$ cat config.mk
export PLATFORM = sky130hd
export DESIGN_NAME = level_ctrl
export DESIGN_NICKNAME = d
export VERILOG_FILES = /design/src/rtl/level_ctrl.sv
export SDC_FILE = /design/constraint.sdc
export NUM_CORES = 1
export LEC_CHECK = 0
export ABC_AREA = 1
export CAP_MARGIN = 30
export CORE_UTILIZATION = 60
export CTS_CLUSTER_DIAMETER = 150
export DETAILED_ROUTE_END_ITERATION = 12
export HOLD_SLACK_MARGIN = 0.03
export PLACE_DENSITY_LB_ADDON = 0.3
export SYNTH_ARGS = -nofsm -noshare
export SYNTH_HDL_FRONTEND = slang
export SYNTH_SLANG_ARGS = --single-unit
$ cat constraint.sdc
create_clock -name clk -period 4.7 [get_ports clk]
set_input_delay 0.94 -clock clk [delete_from_list [all_inputs] [get_ports clk]]
set_output_delay 0.94 -clock clk [all_outputs]
set_load 0.02 [all_outputs]
$ cat src/rtl/level_ctrl.sv
// Level controller: synchronised up/down steps move a 0..7 level, with idle
// timeout into a periodic auto-decay that ends in OFF.
module level_ctrl #(
  parameter int TIMEOUT      = 1000000,
  parameter int DECAY_PERIOD = 500000
) (
  input  logic       clk,
  input  logic       rst,
  input  logic       up,
  input  logic       down,
  output logic [2:0] decimal,
  output logic       enable,
  output logic [1:0] state,
  output logic       sat
);

  typedef enum logic [1:0] {
    ST_OFF    = 2'b00,
    ST_ACTIVE = 2'b01,
    ST_DECAY  = 2'b10
  } state_t;

  localparam logic [23:0] IDLE_LAST  = 24'(TIMEOUT - 1);
  localparam logic [23:0] DECAY_LAST = 24'(DECAY_PERIOD - 1);
  localparam logic [2:0]  LEVEL_MAX  = 3'd7;

  logic        up_s1_q, up_s1_d, up_s2_q, up_s2_d, up_h_q, up_h_d;
  logic        dn_s1_q, dn_s1_d, dn_s2_q, dn_s2_d, dn_h_q, dn_h_d;
  state_t      state_q, state_d;
  logic [2:0]  decimal_q, decimal_d;
  logic        enable_q, enable_d;
  logic        sat_q, sat_d;
  logic [23:0] idle_q, idle_d;
  logic [23:0] decay_q, decay_d;
  logic        up_evt, dn_evt, up_only, dn_only;

  always_comb begin
    up_s1_d   = up;
    up_s2_d   = up_s1_q;
    up_h_d    = up_s2_q;
    dn_s1_d   = down;
    dn_s2_d   = dn_s1_q;
    dn_h_d    = dn_s2_q;
    up_evt    = up_s2_q & ~up_h_q;
    dn_evt    = dn_s2_q & ~dn_h_q;
    up_only   = up_evt & ~dn_evt;
    dn_only   = dn_evt & ~up_evt;
    state_d   = state_q;
    decimal_d = decimal_q;
    sat_d     = 1'b0;
    idle_d    = idle_q;
    decay_d   = decay_q;

    case (state_q)
      ST_OFF: begin
        idle_d  = '0;
        decay_d = '0;
        if (up_only) begin
          state_d   = ST_ACTIVE;
          decimal_d = 3'd1;
        end
      end

      ST_ACTIVE, ST_DECAY: begin
        if (up_evt || dn_evt) begin
          // Any step (a cancelled pair included) counts as activity and wins
          // over a coincident decay tick.
          state_d = ST_ACTIVE;
          idle_d  = '0;
          decay_d = '0;
          if (up_only) begin
            if (decimal_q != LEVEL_MAX) decimal_d = decimal_q + 3'd1;
            else                        sat_d     = 1'b1;
          end else if (dn_only && decimal_q != 3'd0) begin
            decimal_d = decimal_q - 3'd1;
            if (decimal_q == 3'd1) state_d = ST_OFF;
          end
        end else if (state_q == ST_ACTIVE) begin
          if (idle_q == IDLE_LAST) begin
            state_d = ST_DECAY;
            idle_d  = '0;
            decay_d = '0;
          end else begin
            idle_d = idle_q + 24'd1;
          end
        end else begin
          if (decay_q == DECAY_LAST) begin
            decay_d = '0;
            if (decimal_q != 3'd0) decimal_d = decimal_q - 3'd1;
            if (decimal_q <= 3'd1) state_d = ST_OFF;
          end else begin
            decay_d = decay_q + 24'd1;
          end
        end
      end

      default: begin
        state_d   = ST_OFF;
        decimal_d = 3'd0;
        idle_d    = '0;
        decay_d   = '0;
      end
    endcase

    // Derived from the next level so enable can never disagree with decimal.
    enable_d = (decimal_d != 3'd0);
  end

  always_ff @(posedge clk or posedge rst) begin
    if (rst) begin
      up_s1_q   <= 1'b0;
      up_s2_q   <= 1'b0;
      up_h_q    <= 1'b0;
      dn_s1_q   <= 1'b0;
      dn_s2_q   <= 1'b0;
      dn_h_q    <= 1'b0;
      state_q   <= ST_OFF;
      decimal_q <= 3'd0;
      enable_q  <= 1'b0;
      sat_q     <= 1'b0;
      idle_q    <= '0;
      decay_q   <= '0;
    end else begin
      up_s1_q   <= up_s1_d;
      up_s2_q   <= up_s2_d;
      up_h_q    <= up_h_d;
      dn_s1_q   <= dn_s1_d;
      dn_s2_q   <= dn_s2_d;
      dn_h_q    <= dn_h_d;
      state_q   <= state_d;
      decimal_q <= decimal_d;
      enable_q  <= enable_d;
      sat_q     <= sat_d;
      idle_q    <= idle_d;
      decay_q   <= decay_d;
    end
  end

  assign decimal = decimal_q;
  assign enable  = enable_q;
  assign state   = state_q;
  assign sat     = sat_q;

endmodule

==> results.md <==
| Parameter | This run |
|:---|:---|
| Shortest clock period the worst path allows after layout | 2470 ps |
| DPL Wire Length | 6185 um |
| Clock transition time at the flip-flop clock pins of the worst setup and hold paths | 70 ps |
| Series of cell instances along the critical path | clkdlybuf4s50_1 |
| Number of buffers added for setup after CTS | 0 |
| Final-layout setup total negative slack | 0 ps |
| Critical path data arrival time | 1530 ps |
| Final Routed Wirelength | 8599 um |
| Top cells by area, synth | sky130_fd_sc_hd__dfrtp_1, sky130_fd_sc_hd__nand2_1, sky130_fd_sc_hd__nor2_1 |
| FFs w/ async S/R, synth | 1.000 |
| Cell count after synthesis | 501 |
| Leading cell type by number of instances after synthesis | sky130_fd_sc_hd__nand2_1 |
| Sequential cell fraction of total power | 0.341 |
| Number of buffers added by the clock tree synthesis step | 9 |
| Unrepaired setup endpoints after global routing | no |
| Worst Setup Start Kind | flop |
| Full die area | 6670 sq um |
| Register-to-register setup slack | 2310 ps |
| Leakage power summed over all cells | 1.800 nW |
| Max-cap violation count | 0 |
| Setup Viol. Count Final | 0 |
| Via total after detailed routing | 3469 |
| Average wire per cell in the routed design | 14.48 um |
| Count of TritonRoute iterations in the first routing pass | 5 |
| Overall routing resource usage | 0.2822 |
| Slew of the pin with the lowest slew margin | 499.2 ps |
| Clock Tree Root | sky130_fd_sc_hd__clkbuf_8 |
| Longest Clk Path Bufs | 2 |
| Post-route clock period utilization | 0.5255 |
| Hold_sp | dn_s1_q |
| Final Hold Vio Count | 0 |
| Sw Ratio | 0.4021 |
| Worst Hold Path EP | dn_h_d |
| Cell Count Post-Placement | 579 |
| Final weighted congestion of routability-driven global placement | 0.9661 |
| PnR Total Power | 0.001797 W |
| First-pass GRT wire length | 14260 um |
| Reg-to-reg startpoint | state[0] |
| Status | completed |
| Yosys synthesis warning count | 0 |
| Clock share of power | 0.286 |
| Worst setup path class | reg2out |
| Areal power density over the cells | 431.8 nW/um^2 |
| Total buffers and inverters traversed by the critical path | 1 |
| CP endpoint kind | primary output |
| Slew HR | 0.6672 |
| Portion of the post-synthesis area used by sequential elements | 0.4008 |
| Total net switching power | 0.0007226 W |
| Number of antenna violations at the first check in global routing | 0 |
| Post-route non-filler standard cell count | 594 |
| Hold buffers post-CTS | 0 |
| Worst ir drop on vdd | 374.6 uV |
| Routed via count divided by cell count | 5.840 |
| Top-area cell type share of the netlist area | 0.4008 |
| Clock latency at the later pin of the worst-skew pair | 340 ps |
| Die Height | 81.67 um |
| Area growth, synth to finish | 9.264% |
| Final ANT Viol Nets | 0 |
| Max Fclk | 404.9 MHz |
| TritonCTS clock tree | built |
| Synthesized Nets | 514 |
| Largest incremental delay on the critical path | 660 ps |
| Starting Density | 0.6321 |
| H-Tree Depth | 3 |
| Total internal power | 0.001074 W |
| Primary flip-flop cell chosen by synthesis mapping | sky130_fd_sc_hd__dfrtp_1 |
| Share of total power in combinational logic | 0.373 |
| Final setup skew | 10.07 ps |
| Worst reg2reg path endpoint | state[1] |
| Post-synth top area cell | sky130_fd_sc_hd__dfrtp_1 |
| I/O pin count | 11 |
| Worst path slowest cell | sky130_fd_sc_hd__clkdlybuf4s50_1 |
| DR DRC count | 0 |
| Logic depth of the worst setup path including buffers | 1 |
| TritonCTS Sinks | 61 |
| Number of global-route vias before repair | 3141 |
| Max-slew violation count | 0 |
| Pin count of the biggest net entering global routing | 41 |
| Area of the core | 6026 sq um |
| Worst endpoint required time | 3760 ps |
| Category of cells accounting for the largest share of critical-path delay | buffers and inverters |
| Mean instance size in the synthesized netlist | 7.602 sq um |
| Cells on worst reg2reg path | 12 |
| Leftover overflow at the end of global routing | 0 |
| Post-cts sizing count | 0 |
| Number of flops mapped to enable cells by yosys | 0 |
| HP Class | reg2reg |
| Inserted Diodes | 0 |
| Flip-flop and latch count after synthesis | 61 |
| Cells on Worst Hold Path | 0 |
| Initial detailed-routing violation count | 294 |
| Standard-cell row count | 28 |
| Top cell types by occurrence after synthesis | sky130_fd_sc_hd__nand2_1, sky130_fd_sc_hd__nor2_1, sky130_fd_sc_hd__dfrtp_1, sky130_fd_sc_hd__inv_1, sky130_fd_sc_hd__nand3_1 |
| Critical path fanouts, max | 8 |
| Nets@finish | 528 |
| Cell area after technology mapping | 3809 sq um |
| Proportion of layout cells with a drive suffix above 1 | 0.1195 |
| Die Width | 81.67 um |
| IO Port Bufs | 10 |
| Unique cell type count in the Yosys netlist | 43 |
[state kept, by name, indices dropped and copies added, names as in the netlist]
signal,cells
decay_q,24
idle_q,24
decimal,3
state,2
dn_h_d,1
dn_h_q,1
dn_s1_q,1
enable,1
sat,1
up_h_d,1
up_h_q,1
up_s1_q,1
[cell usage in the layout, fill, tap and decap left out, types with 3 or more instances in the layout]
master	count
sky130_fd_sc_hd__nand2_1	97
sky130_fd_sc_hd__nor2_1	70
sky130_fd_sc_hd__dfrtp_1	61
sky130_fd_sc_hd__inv_1	58
sky130_fd_sc_hd__nand3_1	35
sky130_fd_sc_hd__o21ai_0	19
sky130_fd_sc_hd__a21oi_1	19
sky130_fd_sc_hd__nand4_1	16
sky130_fd_sc_hd__nor3_1	15
sky130_fd_sc_hd__xor2_1	13
sky130_fd_sc_hd__inv_2	11
sky130_fd_sc_hd__nand2_2	10
sky130_fd_sc_hd__clkbuf_8	10
sky130_fd_sc_hd__clkdlybuf4s50_1	10
sky130_fd_sc_hd__ha_1	9
sky130_fd_sc_hd__nor2_2	7
sky130_fd_sc_hd__nor4_1	7
sky130_fd_sc_hd__nor3_2	6
sky130_fd_sc_hd__nand3_2	5
sky130_fd_sc_hd__nor3b_1	4
sky130_fd_sc_hd__nor2_4	3
sky130_fd_sc_hd__nand3b_1	3
sky130_fd_sc_hd__a31oi_1	3
[logic make-up after synthesis]
logic type | after synthesis | share of synthesized area
AND/OR/NAND/NOR | 283 | 0.3653
buffers and inverters | 78 | 0.08541
flip-flops | 61 | 0.4008
XOR/XNOR | 15 | 0.03450
adder cells (fa/ha/maj) | 9 | 0.02957
AO/OA/AOI/OAI | 55 | 0.08443
[through the flow]
stage               cell area [sq um]  utilization  hold slack (ps)  setup slack, ps
floorplan                        3809            -            331.2             2247
global placement                 3948       0.6551            340.0             2497
detailed placement               3948       0.6551            340.4             2366
CTS                              4161       0.6906            358.8             2222
global route                     4161       0.6906            361.6             2117
finish                           4161       0.6906            355.5             2230
[metal layers]
| layer | global-route usage | up-vias | wire (um) |
|---|---|---|---|
| met5 | 0 | - | 0 |
| met4 | 0.1175 | 0 | 152 |
| met3 | 0.06222 | 15 | 615 |
| met2 | 0.4475 | 162 | 3990 |
| met1 | 0.3723 | 1623 | 3840 |
| li1 | - | 1669 | - |
[cell type report]
cell class	instances	area [sq um]
Clock buffer	11	141.4
Clock inverter	4	72.57
Fill cell	497	1864
Inverter	70	262.8
Multi-Input combinational cell	362	1957
Sequential cell	61	1526
Tap cell	75	93.84
Timing Repair Buffer	11	107.6
[power groups by stage]
| stage | clock network (W) | registers (W) | logic [W] |
|---|---|---|---|
| after global routing | 0.000543 | 0.000618 | 0.000748 |
| after global placement | 0 | 0.000619 | 0.000641 |
| after floorplan | 0 | 0.000639 | 0.000486 |
| after CTS | 0.000525 | 0.000612 | 0.000660 |
| after detailed placement | 0 | 0.000622 | 0.000654 |
| final | 0.000515 | 0.000612 | 0.000670 |
[how the worst max path moves through the flow]
stage	start	end	slack, ps
6_report	decimal[0]	decimal[0]	2230
4_1_cts	decimal[0]	decimal[0]	2220
3_5_place_dp	state[0]	state[1]	2370
3_3_place_gp	state[0]	state[1]	2500
5_1_grt	state[0]	state[1]	2120
2_1_floorplan	rst	decay_q[0]	2250
Note: power is estimated with default switching activity, not from simulation.
==> variant, RTL diff (config.mk and constraints unchanged) <==
Make the reset (`rst`) synchronous in one clocked block.
--- a/src/rtl/level_ctrl.sv
+++ b/src/rtl/level_ctrl.sv
@@ -106,7 +106,7 @@
     enable_d = (decimal_d != 3'd0);
   end
 
-  always_ff @(posedge clk or posedge rst) begin
+  always_ff @(posedge clk) begin
     if (rst) begin
       up_s1_q   <= 1'b0;
       up_s2_q   <= 1'b0;
Behaviour: differs if rst is asserted again (counterexample within 4 cycles, from zero or initial values and one cycle with rst high); with rst held inactive, the same outputs for 10 cycles.
==> variant against the unedited design <==
Area after synthesis rose by 0.53%; clock skew fell by 0.0017 ns; setup slack improved by 0.051 ns; wire length rose by 6.8%; sequential power fell by 9.3%; total power fell by 20%; cell area fell by 0.90%; sequential cell count did not move; critical path type unchanged; largest cell class unchanged; highest routed layer unchanged.
==> variant: results (changes against the unedited design) <==
[routing]
drt_iter0_drc = 298  ; +1.4%
totalWireLength_um = 9190  ; +6.8%
via_count = 3814  ; +9.9%
first_pass_iters = 5  ; unchanged

[yosys]
ys_seq_area_share_pct = 31.9  ; -8.2 points
yosys-top-cells-count = nand2_1 (128), inv_1 (70), nor2_1 (68)
synthTopCellsByArea = dfxtp_1 (32%), nand2_1 (13%), inv_1 (6.9%)
synth_warnings = 0  ; unchanged
postSynth.asyncResetShare_pct = 0  ; -100 points
ys_types = 48  ; +12%
syn_nets = 590  ; +15%

[layout]
antenna_cells = 0  ; unchanged
n_fill_cell = 548  ; +10%
nets = 597  ; +13%
drive_above_1_share_pct = 11.9  ; -0.062 points

[setup_path]
cp_slowest_stage_delay_ns = 0.66  ; about the same
worst_ep_arrival_time_ns = 1.48  ; -0.05 ns
path_delay_family = buffers and inverters
critical-path-slowest-cell = clkdlybuf4s50_1
path_max_fanout = 6  ; -2

[grt]
grt_first_pass_wirelength_um = 15200  ; +6.5%
antenna_found_initial = 0  ; unchanged
grt_max_degree = 34  ; -17%
grt_pass1_vias = 3487  ; +11%
grt.total_usage_pct = 29.3  ; +1.1 points

[place]
place_area_mm2 = 0.00393  ; -0.38%
gp_congestion = 0.912  ; -5.6%
preCtsSetupSlack_ns = 2.12  ; -0.242 ns
portBuffers = 10  ; unchanged
dp_hpwl_um = 6450  ; +4.2%

[cts]
cts-resized-gates = 0  ; unchanged
clkTransAtPathRegs_ns = 0.07  ; about the same
cts_buffers = 9  ; unchanged
htreeDepth = 3  ; unchanged
clk_path_buf_depth = 2  ; unchanged
cts_setup_buffers = 0  ; unchanged
clk-insertion-delay-late_ns = 0.34  ; about the same
cts-root-buf = clkbuf_8

[power]
max-vdd-ir-drop_v = 0.000284  ; -24%
leakagePower_nw = 1.65  ; -8.6%

[sta]
skew_ns = 0.00837  ; -0.00169 ns
worst_pin_slew_ns = 0.614  ; +0.115 ns
setup_viol = 0  ; unchanged

[worst_hold_path]
hp-class = reg -> reg

[outcome]
status = complete, no violations

## variant: cell count changes after synthesis, sizes merged, moves of 7 or more
cell   delta
nand3     +9
a21oi    +28
o21ai     +7
nand2    +32
dfrtp    -61
inv      +10
dfxtp    +61
## variant: where the power goes
part           internal (mW)  leakage [nW]  switching [mW]
registers              0.535         0.493          0.0196
logic                  0.114          1.05           0.300
clock network          0.256         0.103           0.214
## variant: worst register-to-register path: cells and delay by family (launching register included)
kind	cells	cell delay (ns)
AOI/OAI and AO/OA	2	0.17
adders and majority gates	1	0.57
buffers and inverters	1	0.39
DFF	1	0.41
and+or+nand+nor	4	0.69
## variant: cell families after synthesis
kind of cell	after synthesis	share of synthesized area, %
buffers and inverters	95	10.3
adder cells (fa/ha/maj)	9	2.94
AO/OA/AOI/OAI	93	13.8
XOR/XNOR	9	2.06
AND/OR/NAND/NOR	310	39.0
flip-flops	61	31.9
## variant: layout make-up
class | count | area, um2 | area share (%)
Timing Repair Buffer | 10 | 100 | 2.43
Sequential cell | 61 | 1220 | 29.6
Clock buffer | 11 | 141 | 3.43
Multi-Input combinational cell | 421 | 2210 | 53.6
Inverter | 81 | 305 | 7.40
Tap cell | 75 | 93.8 | 2.28
Clock inverter | 5 | 50.0 | 1.21
## variant: metrics by stage
step           instances  util [%]  total power, mW  hold slack (ns)
6_report             664      68.4             1.44            0.405
5_1_grt              664      68.4             1.51            0.440
4_1_cts              664      68.4             1.43            0.405
3_5_place_dp         648      65.3            0.972            0.397
3_3_place_gp         648      65.3            0.961            0.394
2_1_floorplan        577         -            0.888            0.388
## variant: final timing paths
kind	start	to	slack [ns]	depth (start not counted)
max reg2reg	state[0]	idle_q[15]	2.37	8
min	up_s1_q	up_h_d	0.40	2
min reg2reg	up_s1_q	up_h_d	0.40	2
max	decimal[2]	decimal[2]	2.28	1
## variant: per-layer routing
layer  GRT usage, %  up-vias  share of wire [%]
li1               -     1899                  -
met1           35.1     1735                 44
met2           49.1      157                 48
met3           7.22       23                6.6
met4           13.5        0                1.7
met5              0        -                  0
